$ cat config.mk
export PLATFORM = sky130hd
export DESIGN_NAME = log_mem_reader
export DESIGN_NICKNAME = d
export VERILOG_FILES = /design/src/rtl/log_pkg.sv /design/src/rtl/word_serializer.sv /design/src/rtl/log_mem_reader.sv
export SDC_FILE = /design/constraint.sdc
export NUM_CORES = 1
export LEC_CHECK = 0
export BUFFER_PORTS_ARGS = -buffer_cell sky130_fd_sc_hd__buf_2
export CORE_MARGIN = 2
export CORE_UTILIZATION = 55
export DETAILED_ROUTE_END_ITERATION = 6
export MAX_ROUTING_LAYER = met4
export PLACE_DENSITY = 0.85
export SLEW_MARGIN = 5
export SYNTH_ARGS = -nofsm -noshare
export SYNTH_HDL_FRONTEND = slang
export SYNTH_SLANG_ARGS = --single-unit
$ cat constraint.sdc
create_clock -name clk -period 4.95 [get_ports clk]
set_input_delay 0.99 -clock clk [delete_from_list [all_inputs] [get_ports clk]]
set_output_delay 0.99 -clock clk [all_outputs]
set_load 0.02 [all_outputs]
$ cat src/rtl/log_pkg.sv
// rtl/log_pkg.sv - shared log memory constants and reader state encoding
package log_pkg;

   localparam int NB_BYTE        = 8;
   localparam int NB_ADD_MEM_DEF = 14;
   localparam int NB_DATA_DEF    = 32;
   localparam int BYTES_PER_WORD = NB_DATA_DEF / NB_BYTE;

   typedef enum logic [2:0] {
      ST_IDLE = 3'd0,
      ST_ADDR = 3'd1,
      ST_WAIT = 3'd2,
      ST_SEND = 3'd3,
      ST_DONE = 3'd4
   } log_state_e;

endpackage

$ cat src/rtl/word_serializer.sv
// rtl/word_serializer.sv - parallel-load word to MSB-first valid/ready byte stream
module word_serializer
   import log_pkg::*;
#(
   parameter int NB_DATA = NB_DATA_DEF
) (
   input  logic               clk,
   input  logic               i_rst,
   input  logic               i_clear,
   input  logic               i_load,
   input  logic [NB_DATA-1:0] i_word,
   output logic [NB_BYTE-1:0] o_tdata,
   output logic               o_tvalid,
   input  logic               i_tready,
   output logic               o_tlast
);

   localparam int                BPW      = NB_DATA / NB_BYTE;
   localparam int                NB_CNT   = (BPW > 1) ? $clog2(BPW) : 1;
   localparam logic [NB_CNT-1:0] LAST_CNT = NB_CNT'(BPW - 1);

   logic [NB_DATA-1:0] shift_q, shift_d;
   logic [NB_CNT-1:0]  cnt_q, cnt_d;
   logic               valid_q, valid_d;
   logic               accept;

   assign accept = valid_q && i_tready;

   // Shifting out consumed bytes leaves the register zero once the word is drained.
   always_comb begin
      shift_d = shift_q;
      cnt_d   = cnt_q;
      valid_d = valid_q;
      if (i_clear) begin
         shift_d = '0;
         cnt_d   = '0;
         valid_d = 1'b0;
      end else if (i_load) begin
         shift_d = i_word;
         cnt_d   = '0;
         valid_d = 1'b1;
      end else if (accept) begin
         shift_d = shift_q << NB_BYTE;
         if (cnt_q == LAST_CNT) begin
            cnt_d   = '0;
            valid_d = 1'b0;
         end else begin
            cnt_d = cnt_q + 1'b1;
         end
      end
   end

   always_ff @(posedge clk) begin
      if (i_rst) begin
         shift_q <= '0;
         cnt_q   <= '0;
         valid_q <= 1'b0;
      end else begin
         shift_q <= shift_d;
         cnt_q   <= cnt_d;
         valid_q <= valid_d;
      end
   end

   assign o_tdata  = shift_q[NB_DATA-1 -: NB_BYTE];
   assign o_tvalid = valid_q;
   assign o_tlast  = (cnt_q == LAST_CNT);

endmodule

$ cat src/rtl/log_mem_reader.sv
// rtl/log_mem_reader.sv - sweeps the full log memory and streams it out as bytes
module log_mem_reader
   import log_pkg::*;
#(
   parameter int NB_ADD_MEM = NB_ADD_MEM_DEF,
   parameter int N_WORDS    = 2**NB_ADD_MEM,
   parameter int RD_LATENCY = 2,
   parameter int NB_DATA    = NB_DATA_DEF
) (
   input  logic                  clk,
   input  logic                  i_rst,
   input  logic                  i_start,
   input  logic                  i_abort,
   input  logic                  i_mem_full,
   input  logic [NB_DATA-1:0]    i_data_log,
   output logic                  o_read_log,
   output logic [NB_ADD_MEM-1:0] o_addr_log,
   output logic [NB_BYTE-1:0]    o_tx_data,
   output logic                  o_tx_valid,
   input  logic                  i_tx_ready,
   output logic                  o_busy,
   output logic                  o_done
);

   // One bit wider than the address so N_WORDS == 2**NB_ADD_MEM stays representable.
   localparam logic [NB_ADD_MEM:0] LAST_IDX = (NB_ADD_MEM + 1)'(N_WORDS - 1);
   localparam logic [2:0]          LAT_LOAD = 3'(RD_LATENCY - 1);

   log_state_e            state_q, state_d;
   logic [NB_ADD_MEM-1:0] addr_q, addr_d;
   logic [2:0]            lat_q, lat_d;
   logic                  busy_q, busy_d;
   logic                  done_q, done_d;
   logic                  ser_load, ser_clear, tx_last;
   logic                  in_transfer;

   assign in_transfer = (state_q == ST_ADDR) || (state_q == ST_WAIT) || (state_q == ST_SEND);

   always_comb begin
      state_d   = state_q;
      addr_d    = addr_q;
      lat_d     = lat_q;
      ser_load  = 1'b0;
      ser_clear = 1'b0;
      case (state_q)
         ST_IDLE: begin
            if (i_start && i_mem_full) begin
               state_d = ST_ADDR;
               addr_d  = '0;
            end
         end
         ST_ADDR: begin
            lat_d   = LAT_LOAD;
            state_d = ST_WAIT;
         end
         ST_WAIT: begin
            if (lat_q == '0) begin
               ser_load = 1'b1;
               state_d  = ST_SEND;
            end else begin
               lat_d = lat_q - 1'b1;
            end
         end
         ST_SEND: begin
            if (o_tx_valid && i_tx_ready && tx_last) begin
               if ({1'b0, addr_q} == LAST_IDX) begin
                  state_d = ST_DONE;
               end else begin
                  addr_d  = addr_q + 1'b1;
                  state_d = ST_ADDR;
               end
            end
         end
         ST_DONE: begin
            addr_d  = '0;
            state_d = ST_IDLE;
         end
         default: state_d = ST_IDLE;
      endcase
      // Abort overrides any progress made this cycle, including a pending load.
      if (in_transfer && i_abort) begin
         state_d   = ST_DONE;
         ser_load  = 1'b0;
         ser_clear = 1'b1;
      end
      busy_d = (state_d == ST_ADDR) || (state_d == ST_WAIT) || (state_d == ST_SEND);
      done_d = (state_d == ST_DONE);
   end

   always_ff @(posedge clk) begin
      if (i_rst) begin
         state_q <= ST_IDLE;
         addr_q  <= '0;
         lat_q   <= '0;
         busy_q  <= 1'b0;
         done_q  <= 1'b0;
      end else begin
         state_q <= state_d;
         addr_q  <= addr_d;
         lat_q   <= lat_d;
         busy_q  <= busy_d;
         done_q  <= done_d;
      end
   end

   word_serializer #(
      .NB_DATA (NB_DATA)
   ) u_ser (
      .clk      (clk),
      .i_rst    (i_rst),
      .i_clear  (ser_clear),
      .i_load   (ser_load),
      .i_word   (i_data_log),
      .o_tdata  (o_tx_data),
      .o_tvalid (o_tx_valid),
      .i_tready (i_tx_ready),
      .o_tlast  (tx_last)
   );

   assign o_busy     = busy_q;
   assign o_read_log = busy_q;
   assign o_done     = done_q;
   assign o_addr_log = addr_q;

endmodule
==> results of run 1 <==
==> cell type report <==
cell class,count,area [um2]
Clock buffer,11,141.4
Clock inverter,5,31.28
Fill cell,418,1569
Inverter,8,30.03
Multi-Input combinational cell,217,1428
Sequential cell,57,1141
Tap cell,67,83.83
Timing Repair Buffer,65,330.3
==> worst min-delay path, stage by stage, from the launching register on <==
cell,delay [ns]
dfxtp_1,0.31
nand2_1,0.05
a21oi_1,0.05
==> through the flow <==
step           total power (uW)  hold WS, ns
6_report                   1038       0.4616
5_1_grt                    1087       0.4880
4_1_cts                    1043       0.4606
3_5_place_dp              668.0       0.4504
3_3_place_gp              662.4       0.4450
2_1_floorplan             627.3       0.4364
==> cell families (layout without fill, tap and decap cells) <==
group	after synthesis	after routing	synth area share [%]
buffers and inverters	37	89	7.335
multiplexers	24	24	8.747
adder cells (fa/ha/maj)	4	4	1.822
AND/OR/NAND/NOR	102	102	19.50
flip-flops	57	57	41.55
AO/OA/AOI/OAI	87	87	21.05
==> state kept, by name, indices dropped and copies added, names as in the netlist <==
register and count:
o_done 1, state_q 3, o_addr_log 14, u_ser.cnt_q 2, u_ser.shift_q 32, o_busy 1, u_ser.o_tvalid 1, lat_q 3
==> how the worst max path moves through the flow <==
stage | start | endpoint | slack (ns) | cells after the start
6_report | i_tx_ready | u_ser.shift_q[29]$_SDFFE_PP0P_ | 2.90 | 4
5_1_grt | o_addr_log[0]$_SDFFE_PP0P_ | o_addr_log[5]$_SDFFE_PP0P_ | 2.77 | 5
4_1_cts | i_tx_ready | u_ser.shift_q[29]$_SDFFE_PP0P_ | 2.89 | 4
3_5_place_dp | i_tx_ready | u_ser.shift_q[29]$_SDFFE_PP0P_ | 2.54 | 4
3_3_place_gp | i_tx_ready | u_ser.shift_q[14]$_SDFFE_PP0P_ | 2.66 | 4
2_1_floorplan | i_rst | u_ser.shift_q[23]$_SDFFE_PP0P_ | 2.89 | 5
==> layer usage <==
layer	GRT usage (%)	up-vias
met5	-	-
met4	10.91	0
met3	4.418	9
met2	35.10	54
met1	30.78	1163
li1	-	1244
==> power breakdown <==
group,internal (uW),total (uW),switching [uW]
clock,193,380,187
sequential,484,506,22.1
combinational,62.8,153,89.9
total,739,1040,299
==> synthesized netlist by cell type, types with 2 or more instances <==
cell	instances
dfxtp_1	57
a21oi_1	32
nor2_1	31
a211oi_1	24
mux2i_1	24
nand2_1	19
nand3_1	15
buf_4	11
o31ai_1	10
clkbuf_1	9
or4_1	9
inv_1	8
buf_2	5
and2_1	4
ha_1	4
nand4_1	3
o211ai_1	3
o21ai_0	3
or3_1	3
a31oi_1	2
and3_1	2
and4_1	2
buf_1	2
buf_6	2
nor2b_1	2
nor3_1	2
==> impl_metrics.env, run 1 <==
export IMPL_place_gp_congestion=0.8084
export IMPL_cp_max_fo=35
export IMPL_drtIter0Drc=166
export IMPL_met1_length_mm=2.792
export IMPL_final_setup_viol_count=0
export IMPL_antenna_found_initial=0
export IMPL_startpoint_type="input pin"
export IMPL_grt_max_degree=58
export IMPL_rr_startpoint="o_addr_log[0]$_SDFFE_PP0P_"
export IMPL_synth_edf_count=0
export IMPL_powerDensity_nw_per_um2=325.9
export IMPL_synth_area_leaders="dfxtp_1 42%, mux2i_1 8.7%, a211oi_1 6.6%"
export IMPL_via_per_inst=5.744
export IMPL_track_usage_pct=23.45
export IMPL_vias=2470
export IMPL_highest_layer="met4"
export IMPL_htree_levels=3
export IMPL_cap_violations=0
export IMPL_cp_num_buf_inv=1
export IMPL_worst_slack_ns=2.899
export IMPL_hp_class="reg -> reg"
export IMPL_ant_nets=0
export IMPL_grt_pass1_wl_mm=9.763
export IMPL_hold_start="u_ser.cnt_q[1]$_SDFFE_PP0N_"
export IMPL_dp_hpwl_mm=4.217
export IMPL_initial_utilization_pct=57.76
export IMPL_fin_tns_setup_ns=0
export IMPL_avgSynthCellArea_um2=8.831
export IMPL_crit_chain="buf_2, nand2_2, mux2i_1, a211oi_1"
export IMPL_fin_crit_ns=2.051
export IMPL_cts_root_buffer="clkbuf_8"
export IMPL_hold_violations=0
export IMPL_tightestPinTransition_ns=0.9084
export IMPL_synthArstFlopShare_pct=0
export IMPL_dieWidth_um=74.67
export IMPL_insertion_delay_ns=0.34
export IMPL_yosysTopAreaCellShare_pct=41.55
export IMPL_hold_end="u_ser.cnt_q[1]$_SDFFE_PP0N_"
export IMPL_grt_remaining_overflow=0
export IMPL_drive_above_1_share_pct=24.52
export IMPL_slew_headroom_pct=39.23
export IMPL_synth_nets=353
export IMPL_fin_util_pct=67.00
export IMPL_cts_setup_buffers=0
export IMPL_postCtsHoldBufs=0
export IMPL_period_share_pct=41.43
export IMPL_grt_pass1_vias=2182
export IMPL_mostFrequentLayoutCells="63 x buf_2, 57 x dfxtp_1, 32 x a21oi_1"
export IMPL_die_h_um=74.67
export IMPL_dieArea_um2=5575
export IMPL_critPathMaxStageDelay_ns=0.66
export IMPL_met2_length_mm=2.896
export IMPL_drv_slew=0
export IMPL_status="finished clean"
export IMPL_met3_wirelength_um=239
export IMPL_dr_pass1_iters=4
export IMPL_core_um2=4755
export IMPL_path_clk_slew_ns=0.07
export IMPL_r2r_slack_ns=2.92
export IMPL_critPathTopFamily="simple AND/OR/NAND/NOR gates"
export IMPL_finalInstanceArea_um2=3186
export IMPL_clock_fmax_ghz=0.4876
export IMPL_io_buffers=63
export IMPL_synthCells=311
export IMPL_reg2reg_depth=5
export IMPL_syn2layout_area_growth_pct=15.99
export IMPL_cp_slowest_cell="nand2_2"
export IMPL_diodes=0
export IMPL_dpl_worst_slack_ns=2.541
export IMPL_final_nets=400
export IMPL_r2r_end="o_addr_log[7]$_SDFFE_PP0P_"
export IMPL_ys_types=49
export IMPL_p_leak_uw=0.001404
export IMPL_cts_buffer_depth=2
export IMPL_num_rows=25
export IMPL_yosys_most_used_dff="dfxtp_1"
export IMPL_irDropWorstVdd_mv=0.1660
export IMPL_rsz0062_at_grt="no"
export IMPL_drt_total_wl_mm=6.027
export IMPL_dp_cells=414
export IMPL_cts_resized=0
export IMPL_cts_buffers=9
export IMPL_drcViolationCount=0
export IMPL_wl_per_cell_um=14.02
export IMPL_critical_path_arrival_ns=2.30
export IMPL_syn_area_um2=2746
export IMPL_stdcell_count=430
export IMPL_hold_depth=2
export IMPL_ys_warn_count=0
export IMPL_pin_count=64
export IMPL_ys_seq_elements=57
export IMPL_yosysSeqAreaShare_pct=41.55
export IMPL_placed_area_um2=3013
export IMPL_clock_sinks=57
export IMPL_critical_path_class="in -> reg"
export IMPL_cts_tree="built"
export IMPL_finalClockSkew_ns=0.007418
export IMPL_final_common_cell="buf_2"
export IMPL_worst_ep_required_time_ns=5.20
export IMPL_synth_top_cell_by_area="dfxtp_1"
export IMPL_worst_setup_path_end_kind="flop"
Note: power is estimated with default switching activity, not from simulation.
==> run 2: changes to the inputs <==
--- a/config.mk
+++ b/config.mk
@@ -7,10 +7,10 @@
 export LEC_CHECK = 0
 export BUFFER_PORTS_ARGS = -buffer_cell sky130_fd_sc_hd__buf_2
 export CORE_MARGIN = 2
-export CORE_UTILIZATION = 55
+export CORE_UTILIZATION = 48
 export DETAILED_ROUTE_END_ITERATION = 6
 export MAX_ROUTING_LAYER = met4
-export PLACE_DENSITY = 0.85
+export PLACE_DENSITY = 0.79
 export SLEW_MARGIN = 5
 export SYNTH_ARGS = -nofsm -noshare
 export SYNTH_HDL_FRONTEND = slang
==> constraint.sdc (replaced) <==
create_clock -name clk -period 1.75 [get_ports clk]
set_input_delay 0.35 -clock clk [delete_from_list [all_inputs] [get_ports clk]]
set_output_delay 0.35 -clock clk [all_outputs]
set_load 0.02 [all_outputs]
==> impl_metrics.env, run 2 (synthesis results as in run 1) <==
export IMPL_irDropWorstVdd_mv=0.4780
export IMPL_tightestPinTransition_ns=0.4712
export IMPL_wl_per_cell_um=14.53
export IMPL_cts_buffers=9
export IMPL_drtIter0Drc=149
export IMPL_critPathMaxStageDelay_ns=0.47
export IMPL_hold_violations=0
export IMPL_syn2layout_area_growth_pct=23.19
export IMPL_io_buffers=63
export IMPL_die_h_um=79.64
export IMPL_num_rows=27
export IMPL_cts_tree="built"
export IMPL_grt_pass1_vias=2343
export IMPL_drive_above_1_share_pct=30.08
export IMPL_path_clk_slew_ns=0.06
export IMPL_p_total_uw=2898
export IMPL_mostFrequentLayoutCells="63 x buf_2, 54 x dfxtp_1, 31 x a21oi_1, 31 x nor2_1"
export IMPL_worst_ep_required_time_ns=2.01
export IMPL_crit_chain="ha_1, and3_4, and4bb_4, or4_1, a21oi_1"
export IMPL_cp_max_fo=14
export IMPL_ant_nets=0
export IMPL_powerDensity_nw_per_um2=856.6
export IMPL_critPathTopFamily="simple AND/OR/NAND/NOR gates"
export IMPL_cts_buffer_depth=2
export IMPL_track_usage_pct=21.80
export IMPL_insertion_delay_ns=0.34
export IMPL_cp_slowest_cell="or4_1"
export IMPL_antenna_found_initial=0
export IMPL_grt_pass1_wl_mm=10.57
export IMPL_dieWidth_um=79.64
export IMPL_top_register="u_ser.shift_q"
export IMPL_fin_crit_ns=1.676
export IMPL_clock_fmax_ghz=0.5968
export IMPL_rsz0062_at_grt="no"
export IMPL_final_setup_viol_count=0
export IMPL_worst_setup_path_end_kind="flop"
export IMPL_startpoint_type="flop"
export IMPL_drv_slew=0
export IMPL_cp_num_buf_inv=0
export IMPL_dpl_worst_slack_ns=-0.02283
export IMPL_via_per_inst=5.734
export IMPL_p_leak_uw=0.001519
export IMPL_worst_slack_ns=0.07428
export IMPL_diodes=0
export IMPL_dr_pass1_iters=4
export IMPL_vias=2586
export IMPL_cts_root_buffer="clkbuf_8"
export IMPL_clock_sinks=57
export IMPL_drcViolationCount=0
export IMPL_dp_hpwl_mm=4.636
export IMPL_final_nets=418
export IMPL_pin_count=64
export IMPL_final_common_cell="buf_2"
export IMPL_dieArea_um2=6343
export IMPL_grt_remaining_overflow=0
export IMPL_finalInstanceArea_um2=3383
export IMPL_placed_area_um2=3199
export IMPL_htree_levels=3
export IMPL_initial_utilization_pct=49.88
export IMPL_critical_path_class="reg -> reg"
export IMPL_slew_headroom_pct=68.51
export IMPL_place_gp_congestion=0.8331
export IMPL_largest_reg_flops=32
export IMPL_grt_max_degree=58
export IMPL_core_um2=5507
export IMPL_drt_total_wl_mm=6.555
export IMPL_hp_class="in -> reg"
export IMPL_critical_path_arrival_ns=1.94
export IMPL_status="finished clean"
export IMPL_period_share_pct=95.76
export IMPL_cap_violations=0
export IMPL_finalClockSkew_ns=0.002679
-- run 2: worst paths after layout --
path	start	end	slack (ns)	cells past startpoint
max	o_addr_log[0]$_SDFFE_PP0P_	o_addr_log[6]$_SDFFE_PP0P_	0.07	5
min	i_data_log[5]	u_ser.shift_q[5]$_SDFFE_PP0P_	0.25	3
max reg2reg	o_addr_log[0]$_SDFFE_PP0P_	o_addr_log[6]$_SDFFE_PP0P_	0.07	5
min reg2reg	u_ser.cnt_q[1]$_SDFFE_PP0N_	u_ser.cnt_q[1]$_SDFFE_PP0N_	0.47	2
-- run 2: power breakdown --
group          total [uW]  internal [uW]  switching (uW)
Combinational         493            204             289
Sequential           1410           1370            42.4
Clock                 994            489             506
Total                2900           2060             836
-- run 2: tightest hold or removal path, stage by stage --
cell     delay [ns]
buf_2          0.09
nand2_1        0.05
a21oi_1        0.05
-- run 2: final cells by class --
| type | instances | area [um2] |
|---|---|---|
| Tap cell | 72 | 90.09 |
| Inverter | 8 | 30.03 |
| Clock buffer | 10 | 127.6 |
| Clock inverter | 4 | 22.52 |
| Timing Repair Buffer | 83 | 503.0 |
| Multi-Input combinational cell | 217 | 1465 |
| Fill cell | 485 | 2123 |
| Sequential cell | 57 | 1145 |
-- run 2: layer usage --
layer  wire length (um)  global-route usage, %  share of wire (%)
met2               3150                  33.36                 48
met1               2941                  26.81                 45
met4                 82                  7.759                1.3
met3                380                  7.466                5.8
met5                  0                      -                  0
-- run 2: metrics by stage --
stage           TNS, ns  utilization [%]  hold slack, ns  instances
2_1_floorplan         0                -          0.4364        311
3_3_place_gp          0            58.10          0.4453        437
3_5_place_dp   -0.07249            58.10          0.4576        437
4_1_cts               0            61.01          0.2427        451
5_1_grt               0            61.44          0.2359        451
6_report              0            61.44          0.2493        451
-- run 2: timing repair --
item                                    in CTS  in global routing
hold buffers                                 0                  0
setup buffers                                0                  0
pin swaps                                    0                  1
endpoints found under the setup margin       6                 10
gates resized for setup                      4                  6
